**src/rtl/sensor_frame_packer.sv**
```systemverilog
// Purpose : turns FIFO sensor bytes into an ASCII frame ":HHHH..CC\r\n" streamed to the UART TX handshake.
// Latency : start -> ':' valid next cycle; FIFO pop is combinational in WAIT_BYTE, HI char valid the cycle after the pop.
// Backpr. : each character is held (data and valid stable) until ready; FIFO waits are bounded by TIMEOUT_CYCLES.
//
// Ports:
//   i_clk, i_rst                      clock, synchronous active-high reset
//   i_start                           frame request pulse (ignored while busy)
//   i_fifo_data_out / _valid_to_extract / o_fifo_data_out_extracted   FIFO head, valid, pop pulse
//   o_uart_send_data / _valid, i_uart_send_data_ready                 UART character handshake
//   o_busy, o_frame_done, o_timeout_err                                status
module sensor_frame_packer #(
    parameter int         BYTES_PER_FRAME = 2,
    parameter logic [7:0] START_CHAR      = 8'h3A,
    parameter int         TIMEOUT_CYCLES  = 26000,
    parameter int         TO_BITS         = 16
) (
    input  logic       i_clk,
    input  logic       i_rst,
    input  logic       i_start,
    input  logic [7:0] i_fifo_data_out,
    input  logic       i_fifo_data_out_valid_to_extract,
    output logic       o_fifo_data_out_extracted,
    output logic [7:0] o_uart_send_data,
    output logic       o_uart_send_valid,
    input  logic       i_uart_send_data_ready,
    output logic       o_busy,
    output logic       o_frame_done,
    output logic       o_timeout_err
);

    typedef enum logic [3:0] {
        IDLE,
        SEND_START,
        WAIT_BYTE,
        SEND_HI,
        SEND_LO,
        SEND_CS_HI,
        SEND_CS_LO,
        SEND_CR,
        SEND_LF
    } state_t;

    localparam logic [4:0]         LAST_IDX = 5'(BYTES_PER_FRAME - 1);
    localparam logic [TO_BITS-1:0] TO_LAST  = TO_BITS'(TIMEOUT_CYCLES - 1);
    localparam logic [7:0]         CH_DASH  = 8'h2D;
    localparam logic [7:0]         CH_CR    = 8'h0D;
    localparam logic [7:0]         CH_LF    = 8'h0A;

    state_t               state_q, state_d;
    logic [7:0]           byte_q, byte_d;
    logic [7:0]           csum_q, csum_d;
    logic [7:0]           tx_dat_q, tx_dat_d;
    logic [4:0]           idx_q, idx_d;
    logic [TO_BITS-1:0]   to_cnt_q, to_cnt_d;
    logic                 missing_q, missing_d;
    logic                 tx_vld_q, tx_vld_d;
    logic                 done_q, done_d;
    logic                 err_q, err_d;
    logic                 busy_q, busy_d;
    logic                 pop;
    logic                 xfer;

    function automatic logic [7:0] hex_char(input logic [3:0] nib);
        if (nib < 4'd10) begin
            return 8'h30 + {4'h0, nib};
        end
        return 8'h37 + {4'h0, nib};
    endfunction

    assign xfer = tx_vld_q & i_uart_send_data_ready;

    always_comb begin
        state_d   = state_q;
        byte_d    = byte_q;
        csum_d    = csum_q;
        tx_dat_d  = tx_dat_q;
        idx_d     = idx_q;
        to_cnt_d  = to_cnt_q;
        missing_d = missing_q;
        tx_vld_d  = tx_vld_q;
        err_d     = err_q;
        done_d    = 1'b0;
        pop       = 1'b0;

        case (state_q)
            IDLE: begin
                if (i_start) begin
                    csum_d    = 8'h00;
                    idx_d     = 5'd0;
                    err_d     = 1'b0;
                    missing_d = 1'b0;
                    to_cnt_d  = '0;
                    state_d   = SEND_START;
                    tx_vld_d  = 1'b1;
                    tx_dat_d  = START_CHAR;
                end
            end
            SEND_START: begin
                if (xfer) begin
                    state_d  = WAIT_BYTE;
                    tx_vld_d = 1'b0;
                    to_cnt_d = '0;
                end
            end
            WAIT_BYTE: begin
                // Data has priority over the timeout, so a byte arriving on the last cycle is still taken.
                if (i_fifo_data_out_valid_to_extract) begin
                    pop       = 1'b1;
                    byte_d    = i_fifo_data_out;
                    csum_d    = csum_q + i_fifo_data_out;
                    missing_d = 1'b0;
                    to_cnt_d  = '0;
                    state_d   = SEND_HI;
                    tx_vld_d  = 1'b1;
                    tx_dat_d  = hex_char(i_fifo_data_out[7:4]);
                end else if (to_cnt_q == TO_LAST) begin
                    err_d     = 1'b1;
                    missing_d = 1'b1;
                    to_cnt_d  = '0;
                    state_d   = SEND_HI;
                    tx_vld_d  = 1'b1;
                    tx_dat_d  = CH_DASH;
                end else begin
                    to_cnt_d  = to_cnt_q + 1'b1;
                end
            end
            SEND_HI: begin
                if (xfer) begin
                    state_d  = SEND_LO;
                    tx_dat_d = missing_q ? CH_DASH : hex_char(byte_q[3:0]);
                end
            end
            SEND_LO: begin
                if (xfer) begin
                    if (idx_q < LAST_IDX) begin
                        idx_d    = idx_q + 5'd1;
                        state_d  = WAIT_BYTE;
                        tx_vld_d = 1'b0;
                        to_cnt_d = '0;
                    end else begin
                        state_d  = SEND_CS_HI;
                        tx_dat_d = hex_char(csum_q[7:4]);
                    end
                end
            end
            SEND_CS_HI: begin
                if (xfer) begin
                    state_d  = SEND_CS_LO;
                    tx_dat_d = hex_char(csum_q[3:0]);
                end
            end
            SEND_CS_LO: begin
                if (xfer) begin
                    state_d  = SEND_CR;
                    tx_dat_d = CH_CR;
                end
            end
            SEND_CR: begin
                if (xfer) begin
                    state_d  = SEND_LF;
                    tx_dat_d = CH_LF;
                end
            end
            SEND_LF: begin
                if (xfer) begin
                    state_d  = IDLE;
                    tx_vld_d = 1'b0;
                    done_d   = 1'b1;
                end
            end
            default: begin
                state_d  = IDLE;
                tx_vld_d = 1'b0;
            end
        endcase

        busy_d = (state_d != IDLE);
    end

    always_ff @(posedge i_clk) begin
        if (i_rst) begin
            state_q   <= IDLE;
            byte_q    <= 8'h00;
            csum_q    <= 8'h00;
            tx_dat_q  <= 8'h00;
            idx_q     <= 5'd0;
            to_cnt_q  <= '0;
            missing_q <= 1'b0;
            tx_vld_q  <= 1'b0;
            done_q    <= 1'b0;
            err_q     <= 1'b0;
            busy_q    <= 1'b0;
        end else begin
            state_q   <= state_d;
            byte_q    <= byte_d;
            csum_q    <= csum_d;
            tx_dat_q  <= tx_dat_d;
            idx_q     <= idx_d;
            to_cnt_q  <= to_cnt_d;
            missing_q <= missing_d;
            tx_vld_q  <= tx_vld_d;
            done_q    <= done_d;
            err_q     <= err_d;
            busy_q    <= busy_d;
        end
    end

    // The pop must coincide with the cycle the head byte is sampled; it is masked while reset is applied.
    assign o_fifo_data_out_extracted = pop & ~i_rst;
    assign o_uart_send_data          = tx_dat_q;
    assign o_uart_send_valid         = tx_vld_q;
    assign o_busy                    = busy_q;
    assign o_frame_done              = done_q;
    assign o_timeout_err             = err_q;

endmodule

```
**config.mk**
```make
export PLATFORM = sky130hd
export DESIGN_NAME = sensor_frame_packer
export DESIGN_NICKNAME = d
export VERILOG_FILES = /design/src/rtl/sensor_frame_packer.sv
export SDC_FILE = /design/constraint.sdc
export NUM_CORES = 1
export LEC_CHECK = 0
export ABC_AREA = 0
export CAP_MARGIN = 10
export CORE_MARGIN = 2
export CORE_UTILIZATION = 35
export DETAILED_ROUTE_END_ITERATION = 8
export PLACE_DENSITY = 0.56
export SYNTH_ARGS = -nofsm -noshare
export SYNTH_HDL_FRONTEND = slang
export SYNTH_SLANG_ARGS = --single-unit
```
**constraint.sdc**
```tcl
create_clock -name i_clk -period 2.7 [get_ports i_clk]
set_clock_uncertainty 0.1 [all_clocks]
set_input_delay 0.27 -clock i_clk [delete_from_list [all_inputs] [get_ports i_clk]]
set_output_delay 0.27 -clock i_clk [all_outputs]
set_load 0.03 [all_outputs]
```
Yosys cells after proc, flatten, opt, wreduce, memory -nomap -nowiden
Index checks and enable logic that the tools add are counted.
- $lt $le $gt $ge: 5
- divide/modulo/power cells: 0
- bitwise operators: 5
- shift-type cells: 0
- equality and inequality tests: 23
- multiplexer cells: 73
- reductions and logical operators: 17
- add/subtract/negate cells: 11
- $mul: 0
- operators with widths (operator ; count):
    8-bit 2-to-1 mux ; 20
    16-bit 2-to-1 mux ; 6
    16-bit one-hot mux with 4 select lines ; 1
    6-bit by 4-bit adder with 7-bit output (first input constant) ; 8
    8-bit one-hot mux with 7 select lines ; 1
    4-bit 2-to-1 mux ; 10
    4-bit one-hot mux with 9 select lines ; 1
    1-bit 2-to-1 mux ; 25
    2-bit != test (second input constant) ; 12
    16-bit by 1-bit adder with 16-bit output (second input constant) ; 1
    16-bit by 15-bit == test with 1-bit output (second input constant) ; 1
    4-bit by 3-bit == test with 1-bit output (second input constant) ; 4
    4-bit less-than comparator (second input constant) ; 4
    8-bit one-hot mux with 2 select lines ; 1
    5-bit 2-to-1 mux ; 3
    5-bit one-hot mux with 2 select lines ; 1
    9-bit AND reduction ; 1
    8-bit adder ; 1
    4-bit by 2-bit == test with 1-bit output (second input constant) ; 2
    4-bit AND reduction ; 2
    4-bit nonzero test ; 2
    7-bit nonzero test ; 1
    3-bit AND reduction ; 2
    6-bit AND reduction ; 1
    17 further kinds ; 23
- input bits: 13
- bits in registers: 50
- memories kept: 0
- word-level logic and storage cells: 145
- bits in latches: 0
- ROM bits: 0
- RAM bits: 0
- output and inout bits: 13

Longest topological paths before layout
- depth in word-level cells: 9
- gate-level depth with buffers: 9
- gate-level depth less buffers: 8

Worst setup path after synthesis
Ideal clock, no wire load.
- path type: register to register
- start: register state_q[1]
- end: register busy_q (netlist: o_busy)
- setup time: 0.134 ns
- slack: 0.578 ns
- clock period less this slack: 2.122 ns
- path buffers: 2
- stages on the path, launching flop included: 8
- arrival: 1.888 ns
- path through: dfxtp_1 > buf_1 > mux2i_1 > or3_1 > clkbuf_1 > nand2_1 > o21a_1 > or4_1
- cells in the longest elaborated chain, start to end: 4
- elaborated cells between the ends (all ways): 21
- those cells by class: eq/ne: 8; mux: 11; reduce/logical: 2
- RTL lines (what ; line ; text):
    from (decl) ; 49 ; state_t state_q, state_d;
    from (signal assigned) ; 194 ; state_q <= state_d;
    4-bit 2-to-1 mux ; 116 ; end else if (to_cnt_q == TO_LAST) begin
    4-bit 2-to-1 mux ; 107 ; if (i_fifo_data_out_valid_to_extract) begin
    4-bit one-hot mux with 9 select lines * ; 85 ; case (state_q)
    4-bit nonzero test * ; 177 ; busy_d = (state_d != IDLE);
    to (signal assigned) ; 204 ; busy_q <= busy_d;
    to (decl) ; 59 ; logic busy_q, busy_d;
Every way passes the cells marked *; elsewhere a longest branch is shown, timed or not.
A chain may end at the register's enable or synchronous reset.

Final worst setup path
- start: register csum_q[5]
- end: register tx_dat_q[4] (netlist: o_uart_send_data[4])
- cells in the longest elaborated chain, start to end: 9
- elaborated cells between the ends (all ways): 12
- those cells by class: add/sub: 2; order compare: 1; mux: 9
- RTL lines (what ; line ; text):
    from (decl) ; 51 ; logic [7:0] csum_q, csum_d;
    from (signal assigned) ; 196 ; csum_q <= csum_d;
    4-bit less-than comparator ; 64 ; if (nib < 4'd10) begin
    1-bit 2-to-1 mux ; 64 ;
    1-bit 2-to-1 mux ; 135 ; if (idx_q < LAST_IDX) begin
    1-bit 2-to-1 mux ; 134 ; if (xfer) begin
    1-bit 2-to-1 mux ; 85 ;
    8-bit 2-to-1 mux * ; 67 ; return 8'h37 + {4'h0, nib};
    8-bit 2-to-1 mux * ; 135 ;
    8-bit 2-to-1 mux * ; 134 ;
    8-bit one-hot mux with 7 select lines * ; 85 ;
    to (signal assigned) ; 197 ; tx_dat_q <= tx_dat_d;
    to (decl) ; 52 ; logic [7:0] tx_dat_q, tx_dat_d;
Every way passes the cells marked *; elsewhere a longest branch is shown, timed or not. The select of a mux whose other input is x is not followed.

==> results.yml <==
route:
  ant_nets: 0
  avgViaCountPerCell: 5.367
  met3_length_um: 255
  wl_um: 7557
  routedWlPerCell_um: 14.31
  drt-met1-wl_um: 3810
  route.met2.wl_um: 3422
  highest_layer: "met4"
  drcViolationCount: 0
  vias: 2834
  drt_pass1_iterations: 4
  initialDrtViolationCount: 101
yosys:
  avgSynthCellArea_um2: 7.926
  yosysWarnings: 0
  ys_ff_latch: 49
  synth-async-reset-ratio: 0
  synthCells: 388
  synthFlopType: "dfxtp_1"
  ys_seq_area_frac: 0.3190
  synth_nets: 415
  synthDistinctLibCells: 66
  syn-cell-area_um2: 3075
  synth_edf_count: 0
sta:
  hold_ws_ns: 0.3829
  tightest_slew_ns: 0.6571
  maxSlewViolCount: 0
  max_clock_freq_ghz: 0.4154
  layout_worst_path_cycle_share: 0.8916
  final_hold_viol_count: 0
  rsz0062_at_grt: "false"
  relSlewSlack: 0.5613
  finalCriticalPeriod_ns: 2.407
  setup_slack_ns: 0.2927
  finalSetupViolations: 0
  setup_tns_ns: 0
clock_tree:
  cts_buffer_depth: 2
  clk_pin_slew_worst_paths_ns: 0.10
  cts_root_buf: "clkbuf_8"
  cts_resized: 0
  clk_latency_ns: 0.31
  postCtsHoldBufs: 0
  cts_buffers: 5
  cts_setup_buffers: 0
  htreeDepth: 2
  tritoncts: "done"
  clock_sinks: 49
place:
  placed_cells_incl_taps: 520
  port_buffers: 24
  place_ws_ns: 0.1787
  dp_hpwl_um: 5777
  gp_congestion: 0.8450
  placed_area_um2: 3455
die:
  initial_utilization: 0.3561
  rows: 34
  die-width_um: 97.74
  dieArea_um2: 9553
  io_pins: 26
  core_um2: 8636
  die_h_um: 97.74
finish:
  ff_latch_area_um2: 980.9
  drive_gt1_frac: 0.09524
  syn_to_final_growth_pct: 15.38
  multi_input_area_um2: 1887
  final_cell_mix: "52 x nor2_1, 49 x dfxtp_1, 38 x a21oi_1, 36 x nand2_1"
  nets: 446
  layoutNonFillerInstCount: 528
  fillers: 907
  fin_area_um2: 3548
  final_common_cell: "nor2_1"
  n_antenna_cell: 0
  fin_util: 0.4109
critical_path:
  r2r_cells: 9
  crit_arrival_ns: 2.49
  crit_path_end_kind: "flip-flop"
  reg2reg_slack_ns: 0.29
  r2r_start: "csum_q[5]"
  crit_type: "flip-flop to flip-flop"
  crit_fanout: 7
  worstReg2RegEnd: "o_uart_send_data[4]"
  required_ns: 2.78
  critPathLaunchType: "flip-flop"
power_and_ir_drop:
  power.total_mw: 1.466
  powerDensity_nw_per_um2: 413.2
  power_leakage_nw: 1.270
  vdd_ir_drop_max_uv: 218.3
global_route:
  grt_max_degree: 21
  grt_pass1_vias: 2640
  grt_overflow_total: 0
  antenna_found_initial: 0
  grt_pass1_wl_um: 12640
  grtUsageTotal: 0.1602
worst_hold_path:
  holdPathEnd: "to_cnt_q[1]"
  hold_depth: 2
  hold_path.startpoint: "to_cnt_q[1]"
  worstHoldPathType: "flip-flop to flip-flop"
job:
  cap_violations: 0
run_status:
  status: "completed"
## area by class of cell
cell class              instances  area share
multi-input cells             299      0.5317
clock buffers                   5     0.01939
repair buffers                 41      0.1030
inverters                      23     0.02433
well taps                     108     0.03808
clock inverters                 3    0.007052
flip-flops and latches         49      0.2764
## cells by family after synthesis
logic type                 count (synthesis)  synth area share
muxes                                      3          0.009764
other                                      1          0.001219
xor gates and xnor gates                  24           0.06835
DFF                                       49            0.3190
and+or+nand+nor                          153            0.2522
buffers and inverters                     40           0.06753
AOI/OAI and AO/OA                        104            0.2225
adders and majority gates                 14           0.05940
## layer usage
metal  up-vias  track usage
met4         0      0.03205
met3         6      0.02863
met5         -            0
met2        33       0.2621
li1       1450            -
met1      1345       0.2236
## how the worst max path moves through the flow
| stage | from | to | slack, ns | cells past startpoint |
|---|---|---|---|---|
| 2_1_floorplan | state_q[1] | o_busy | 0.58 | 7 |
| 3_3_place_gp | i_uart_send_data_ready | to_cnt_q[9] | 0.22 | 7 |
| 3_5_place_dp | i_fifo_data_out[5] | o_uart_send_data[2] | 0.18 | 9 |
| 4_1_cts | to_cnt_q[4] | o_uart_send_data[2] | 0.32 | 6 |
| 5_1_grt | csum_q[5] | o_uart_send_data[4] | 0.06 | 9 |
| 6_report | csum_q[5] | o_uart_send_data[4] | 0.29 | 9 |
## power by group
group / total [mW] / switching (mW) / internal [mW]
Clock: 0.457 / 0.270 / 0.188
Sequential: 0.754 / 0.0123 / 0.741
Combinational: 0.255 / 0.152 / 0.103
## cell usage after synthesis (3+ instances only)
| cell | n | share of area |
|---|---|---|
| nand4_1 | 3 | 0.0061 |
| nor3_1 | 14 | 0.023 |
| o31ai_1 | 4 | 0.0098 |
| nand3_1 | 8 | 0.013 |
| dfxtp_1 | 49 | 0.32 |
| mux2i_1 | 3 | 0.0098 |
| nand2_1 | 36 | 0.044 |
| clkbuf_1 | 8 | 0.0098 |
| a22oi_1 | 5 | 0.012 |
| and3_1 | 3 | 0.0061 |
| ha_1 | 13 | 0.053 |
| a211oi_2 | 3 | 0.012 |
| a211oi_1 | 4 | 0.0098 |
| nor2b_1 | 3 | 0.0061 |
| or2_2 | 3 | 0.0061 |
| nand2b_1 | 6 | 0.012 |
| a2111oi_0 | 3 | 0.0085 |
| nor2_1 | 52 | 0.063 |
| o211ai_1 | 3 | 0.0073 |
| xnor2_1 | 22 | 0.063 |
| a21oi_1 | 38 | 0.062 |
| inv_1 | 23 | 0.028 |
| nor4_1 | 6 | 0.012 |
| o21ai_0 | 18 | 0.029 |
## sequential cells by signal (all words and copies together), names as in the netlist, 4 cells and up
signal,count
to_cnt_q,16
csum_q,8
o_uart_send_data,7
idx_q,5
byte_q,4
state_q,4
## critical path, stage by stage, from the launching register on
cell       delay [ns]
dfxtp_1          0.46
inv_1            0.10
ha_1             0.20
inv_1            0.08
a21oi_1          0.06
o32ai_1          0.41
a21oi_1          0.12
a2111oi_0        0.51
buf_4            0.20
a211oi_2         0.05
Note: power is estimated with default switching activity, not from simulation.
